File: src/rtl/psum_accum_sfu_pkg.sv
// psum_accum_sfu_pkg: shared state encoding, accumulator width and saturation bound
package psum_accum_sfu_pkg;
  typedef enum logic [2:0] {IDLE, REQ, WAIT, CAP, DRAIN, DONE} state_t;
  localparam int PSUM_BW = 16;
  localparam int ACC_BW = PSUM_BW + 4;
  localparam logic signed [ACC_BW-1:0] SAT_MAX = ACC_BW'(2 ** (PSUM_BW - 1) - 1);
endpackage

File: src/rtl/psum_accum_sfu_relu_sat.sv
// relu_sat: one-lane ReLU clamp followed by signed saturation to the psum width
module relu_sat
  import psum_accum_sfu_pkg::*;
(
  input  logic signed [ACC_BW-1:0]  acc,
  output logic        [PSUM_BW-1:0] act
);
  always_comb act = acc[ACC_BW-1] ? '0 : (acc > SAT_MAX) ? SAT_MAX[PSUM_BW-1:0] : acc[PSUM_BW-1:0];
endmodule

File: src/rtl/psum_accum_sfu.sv
// psum_accum_sfu: accumulates FIFO psum vectors over kij passes, then drains relu_sat results to SRAM
module psum_accum_sfu
  import psum_accum_sfu_pkg::*;
#(
  parameter int col = 8,
  parameter int psum_bw = PSUM_BW,
  parameter int nij = 16,
  parameter int kij = 9
) (
  input  logic                       clk,
  input  logic                       reset,
  input  logic                       start,
  input  logic                       ofifo_valid,
  input  logic [col*psum_bw-1:0]     ofifo_out,
  output logic                       ofifo_rd,
  output logic                       out_wr,
  output logic [$clog2(nij)-1:0]     out_addr,
  output logic [col*psum_bw-1:0]     out_data,
  output logic                       busy,
  output logic                       done
);
  localparam int acc_bw = psum_bw + 4;
  localparam int aw = $clog2(nij);
  localparam int kw = $clog2(kij + 1);
  state_t state;
  logic [aw-1:0] n, d;
  logic [kw-1:0] k;
  logic signed [acc_bw-1:0] acc_buf [nij][col];
  logic [col*psum_bw-1:0] act;
  always_comb ofifo_rd = (state == REQ) & ofifo_valid;
  for (genvar i = 0; i < col; i++) begin : g_lane
    relu_sat u_rs (.acc(acc_buf[d][i]), .act(act[psum_bw*i +: psum_bw]));
  end
  // buffer is deliberately left unreset: pass 0 overwrites every entry
  always_ff @(posedge clk)
    if (!reset && state == CAP)
      for (int i = 0; i < col; i++)
        acc_buf[n][i] <= (k == '0 ? '0 : acc_buf[n][i]) + acc_bw'(signed'(ofifo_out[psum_bw*i +: psum_bw]));
  always_ff @(posedge clk)
    if (reset) begin
      state <= IDLE;
      out_wr <= 1'b0;
      out_addr <= '0;
      out_data <= '0;
      busy <= 1'b0;
      done <= 1'b0;
      n <= '0;
      k <= '0;
      d <= '0;
    end else begin
      out_wr <= 1'b0;
      done <= 1'b0;
      case (state)
        IDLE: begin
          busy <= 1'b0;
          n <= '0;
          k <= '0;
          d <= '0;
          if (start && !busy) begin
            state <= REQ;
            busy <= 1'b1;
          end
        end
        REQ: state <= ofifo_valid ? WAIT : REQ;
        WAIT: state <= CAP;
        CAP: begin
          n <= (n == aw'(nij - 1)) ? '0 : n + 1'b1;
          k <= (n == aw'(nij - 1)) ? k + 1'b1 : k;
          state <= (n == aw'(nij - 1) && k == kw'(kij - 1)) ? DRAIN : REQ;
        end
        DRAIN: begin
          out_wr <= 1'b1;
          out_addr <= d;
          out_data <= act;
          d <= d + 1'b1;
          state <= (d == aw'(nij - 1)) ? DONE : DRAIN;
        end
        DONE: begin
          done <= 1'b1;
          state <= IDLE;
        end
        default: state <= IDLE;
      endcase
    end
endmodule
File: config.mk
export PLATFORM = sky130hd
export DESIGN_NAME = psum_accum_sfu
export DESIGN_NICKNAME = d
export VERILOG_FILES = /design/src/rtl/psum_accum_sfu_pkg.sv /design/src/rtl/psum_accum_sfu_relu_sat.sv /design/src/rtl/psum_accum_sfu.sv
export SDC_FILE = /design/constraint.sdc
export NUM_CORES = 2
export LEC_CHECK = 0
export BUFFER_PORTS_ARGS = -buffer_cell sky130_fd_sc_hd__buf_2
export CORE_AREA = 3 3 580 582
export CTS_BUF_LIST = sky130_fd_sc_hd__clkbuf_16
export DETAILED_ROUTE_END_ITERATION = 8
export DIE_AREA = 0 0 583 585
export SLEW_MARGIN = 5
export SYNTH_ARGS = -nofsm -noshare
export SYNTH_HDL_FRONTEND = slang
export SYNTH_SLANG_ARGS = --single-unit
File: constraint.sdc
create_clock -name clk -period 22.4 [get_ports clk]
set_input_delay 3.36 -clock clk [delete_from_list [all_inputs] [get_ports clk]]
set_output_delay 3.36 -clock clk [all_outputs]
set_load 0.005 [all_outputs]
# Yosys cells after proc, flatten, opt, wreduce, memory -nomap -nowiden

Memories as Yosys holds them, arrays and structs flattened. A register that Yosys moved wholly into a read port is not among the register bits.
Index checks and enable logic that the tools add are counted.

$add $sub $neg: 11
Multiply operators: 0
Divide/modulo/power cells: 0
Order comparisons: 8
Equality and inequality tests: 10
Shift-type cells: 0
Mux-type cells: 43
Bitwise logic cells: 1
Reduce and logical (&&, ||, !) cells: 10

Operators with widths:

| operator             | number |
|---|---|
| $mux 16              | 16 |
| $add 20x20->20       | 8 |
| $gt 20x16->1 const B | 8 |
| $mux 20              | 8 |
| $mux 4               | 6 |
| $pmux 4 s2           | 3 |
| $pmux 3 s5           | 1 |
| $add 4x1->4 const B  | 3 |
| $eq 4x4->1 const B   | 3 |
| $eq 3x2->1 const B   | 2 |
| $eq 3x3->1 const B   | 2 |
| $mux 1               | 6 |
| $mux 3               | 2 |
| $logic_not 4->1      | 1 |
| $reduce_bool 2->1    | 2 |
| $eq 3x1->1 const B   | 1 |
| $logic_and 1x1->1    | 3 |
| $logic_not 3->1      | 1 |
| $logic_not 1->1      | 2 |
| $mux 2               | 1 |
| $ne 2x1->1 const B   | 1 |
| $ne 2x2->1 const B   | 1 |
| $reduce_and 2->1     | 1 |
| $and 1x1->1          | 1 |

Register bits after elaboration: 150
Latch bits: 0
Memory bits (writable): 2560
ROM bits: 0
Word-level logic and storage cells: 93
Memories: 1

Memories:

| memory  | depth | width | read ports | clocked after Yosys merged registers in | write ports | line                 | RTL |
|---|---|---|---|---|---|---|---|
| acc_buf | 16    | 160   | 2          | 2                                       | 1           | psum_accum_sfu.sv:28 | `logic signed [acc_bw-1:0] acc_buf [nij][col];` |

# Depth between registers and ports, before layout

Depth after elaboration: 5
Mapped depth: 15
Depth with buffers taken out: 12

# By module

Synthesis repeated with hierarchy kept, for this count alone.

Cells, all modules: 6669
Area, all modules: 129644.3 sq um

Modules (own cells, without submodules):

| module         | instances | cells an instance | area an instance (sq um) |
|---|---|---|---|
| psum_accum_sfu | 1         | 6389              | 128213.0 |
| relu_sat       | 8         | 35                | 178.9 |

# Least setup slack after synthesis

Ideal clock, no wire load.

Kind: in2reg
Start point: input reset
End point: memory acc_buf[0][0] (netlist bit), enable pin
Library setup time: 875 ps
Arrival time: 14655 ps
Required time: 21525 ps
Path slack: 6869 ps
Stages: 4
Buffers on the path: 1
Cells stage by stage: clkbuf_1 nor2_1 nand2_1 nor3_1

Cells in the longest elaborated chain, start to end: 4

Ends and longest elaborated chain:

| what              | line                 | RTL |
|---|---|---|
| start, declared   | psum_accum_sfu.sv:11 | `input logic reset,` |
| $logic_not 1->1   | psum_accum_sfu.sv:36 | `if (!reset && state == CAP)` |
| $logic_and 1x1->1 | psum_accum_sfu.sv:36 |  |
| $mux 1            | psum_accum_sfu.sv:36 |  |
| $mux 1            | psum_accum_sfu.sv:38 | `acc_buf[n][i] <= (k == '0 ? '0 : acc_buf[n][i]) + acc_bw'(signed'(ofifo_out[psum_bw*i +: psum_bw]));` |
| end, declared     | psum_accum_sfu.sv:28 |  |

Every way passes these cells.

==> run_results.csv <==
group,metric,value,unit
timing,max_slew_margin,13.8,%
grt,grt_pass1_wl,519,mm
logic_synthesis,ys_seq_area_share,63.6,%
cells_and_area,stdcell_count,11000,
logic_synthesis,async_flop_share,0,%
critical_path,crit_fanout,100,
logic_synthesis,syn_avg_cell_area,20.6,um2
logic_synthesis,yosysMostFrequentCell,"edfxtp_1",
timing,rsz0062_at_grt,"false",
power_and_ir_drop,power,10600,uW
clock_tree,clock_sinks,2718,
route,dr.pass1.iters,6,
die,rows,211,
logic_synthesis,synthXorXnorAreaFrac,1.00,%
die,pin_count,268,
logic_synthesis,synth_top_area_cell,"edfxtp_1",
clock_tree,cts_resized,0,
placed_design,io_buffers,267,
clock_tree,insertion_delay,0.90,ns
cells_and_area,fill_cells,28100,
die,fp.dieW,583,um
hold_path,hp-class,"register to register",
clock_tree,clk_pin_slew,0.06,ns
logic_synthesis,ys.flop_type,"edfxtp_1",
logic_synthesis,ys_top_cells_by_count,"edfxtp_1 (2560), mux4_2 (1452), clkbuf_1 (204)",
clock_tree,clockBufferDepth,4,
clock_tree,htree_levels,5,
logic_synthesis,synth-edff-count,2560,
cells_and_area,nets,6713,
die,die_height,585,um
logic_synthesis,synth_compound_area_share,3.41,%
timing,worst_pin_slew,1.29,ns
critical_path,required,22.91,ns
cells_and_area,final_util,42.9,%
clock_tree,post_cts_buffers,0,
cells_and_area,area_growth,12.9,%
route,first_iter_violations,7515,
critical_path,start_kind,"register",
critical_path,critPathKind,"register to register",
logic_synthesis,syn-cell-area,0.126,mm2
placed_design,hpwl,199,mm
timing,maxSlewViolCount,0,
die,die_area,0.341,mm2
placed_design,gp_congestion,0.800,
clock_tree,holdBufCountCts,0,
critical_path,arrival,8.84,ns
logic_synthesis,synth_top_family_by_area,"multiplexers",
logic_synthesis,synth_cells,6095,
placed_design,dp_cells,10500,
logic_synthesis,syn-num-nets,6394,
timing,hold_viol_final,0,
logic_synthesis,ys_warn_count,0,
logic_synthesis,synth_fa_ha_area_share,1.71,%
route,via_count,68500,
logic_synthesis,synth_mux_area_share,26.2,%
route,ant_nets,0,
hold_path,min_from,"out_data[15]",
timing,fin_skew,0.0472,ns
timing,fin_setup_tns,0,ns
logic_synthesis,synth_seq_cells,2718,
logic_synthesis,yosys.area_share.simple,2.48,%
timing,finalSetupViolCount,0,
clock_tree,cts-root-buf,"clkbuf_16",
timing,max_freq,120,MHz
timing,period_needed,8.33,ns
critical_path,end_kind,"register",
clock_tree,cts_tree,"built",
grt,grt_max_degree,126,
flow_run,maxCapViolations,0,
cells_and_area,drive_above_1_share,35.2,%
route,wl_per_cell,32.5,um
route,drc_errors,0,
die,initial_core_util,38.0,%
clock_tree,cts_buffers,301,
grt,grt_pass1_vias,71100,
grt,gr-total-overflow,0,
logic_synthesis,netlist_top_cells_area,"edfxtp_1 (61%), mux4_2 (26%), dfxtp_1 (2.5%)",
logic_synthesis,yosysTopAreaCellShare,61.1,%
power_and_ir_drop,leakage,0.0436,uW
logic_synthesis,yosysUniqueCellTypes,59,
power_and_ir_drop,power_density,74.8,mW/mm2
grt,track_usage,20.9,%
route,totalWireLength,359,mm
timing,finalCritPeriodShare,37.2,%
outcome,status,"complete, no violations",
route,viasPerCell,6.21,
power_and_ir_drop,ir_drop,0.0526,mV
grt,antenna_found_initial,48,
die,core,0.331,mm2
cells in the final DEF (no fill, tap or decap), types with 19 or more instances in the layout:
cell type	count
clkbuf_16	311
dfxtp_1	150
buf_2	267
mux2i_1	21
clkinv_1	58
buf_4	121
edfxtp_1	2560
buf_12	25
and2_1	169
xnor2_1	87
nor4_1	121
o21ai_0	70
inv_1	98
clkinv_2	57
a21oi_1	152
and3_1	27
a221o_1	121
a21o_1	48
nand2_1	79
nand3_1	24
o21a_1	19
mux4_2	1452
xor2_1	50
nor2_1	45
bufinv_16	24
ha_1	159
nor3_1	20
o211ai_1	22
a211oi_1	22
sequential cells by signal, summed over array words and instances, names as in the netlist, named ones only:
register and flops:
acc_buf 2560, out_data 128, d 4, k 4, n 4, out_addr 4
state 3, busy 1, done 1, out_wr 1
metrics by stage:
stage	instance area, um2	hold slack [ns]	setup slack [ns]
6_report	142000	0.451	14.07
5_1_grt	142000	0.482	13.32
4_1_cts	142000	0.457	13.80
3_5_place_dp	132000	0.441	13.85
3_3_place_gp	132000	0.437	14.07
2_1_floorplan	126000	0.453	6.87
power by group:
part           leakage [uW]  total [uW]  internal [uW]  switching (uW)
clock               0.00490        4840           2800            2040
sequential           0.0243        5560           5560            3.48
combinational        0.0144         217           73.3             144
cell type report:
cell class                 instances  area (um2)  share of cell area [%]
timing repair buffer             413        2750                    1.93
tap                             4366        5460                    3.85
clock buffer                     311        7780                    5.48
sequential                      2718       80100                    56.4
inverter                          43         161                   0.114
clock inverter                   233        1790                    1.26
multi-input combinational       2937       43900                    30.9
antenna                           17        42.5                  0.0300
path summary, 6_finish.rpt:
check,endpoint,slack [ns],cells past startpoint
worst min-delay path,out_data[15],0.45,1
worst min register to register,out_data[15],0.45,1
worst max-delay path,acc_buf[4][99],14.07,14
worst max register to register,acc_buf[4][99],14.07,14
logic make-up (layout without fill, tap and decap cells):
group | Yosys count | in the layout
xor+xnor | 144 | 144
simple gates | 559 | 559
compound gates | 594 | 594
flops | 2718 | 2718
other cells | 0 | 17
mux | 1473 | 1473
fa+ha+maj | 167 | 167
buf+inv | 440 | 1000
metal layers:
layer  share of wire (%)  up-vias  routed length, um  GRT usage (%)
met5               0.041        -                149              0
met4                 2.5       22               8840           5.21
met3                 8.2      567              29300           3.85
met2                  49     3111             174000           33.8
met1                  41    37300             147000           29.2
li1                    -    27500                  -              -
worst max-delay path, stage by stage, from the launching register on:
cell      delay, ns
dfxtp_4        0.70
buf_4          0.68
buf_4          0.81
buf_12         0.73
buf_4          0.83
mux4_2         0.61
mux4_2         0.47
and2_1         0.18
ha_1           0.38
o211ai_1       0.15
o211ai_1       0.46
a211oi_1       0.28
nor3_1         0.30
o221ai_1       0.25
xnor2_1        0.94
Power figures use the tool's default switching activity.
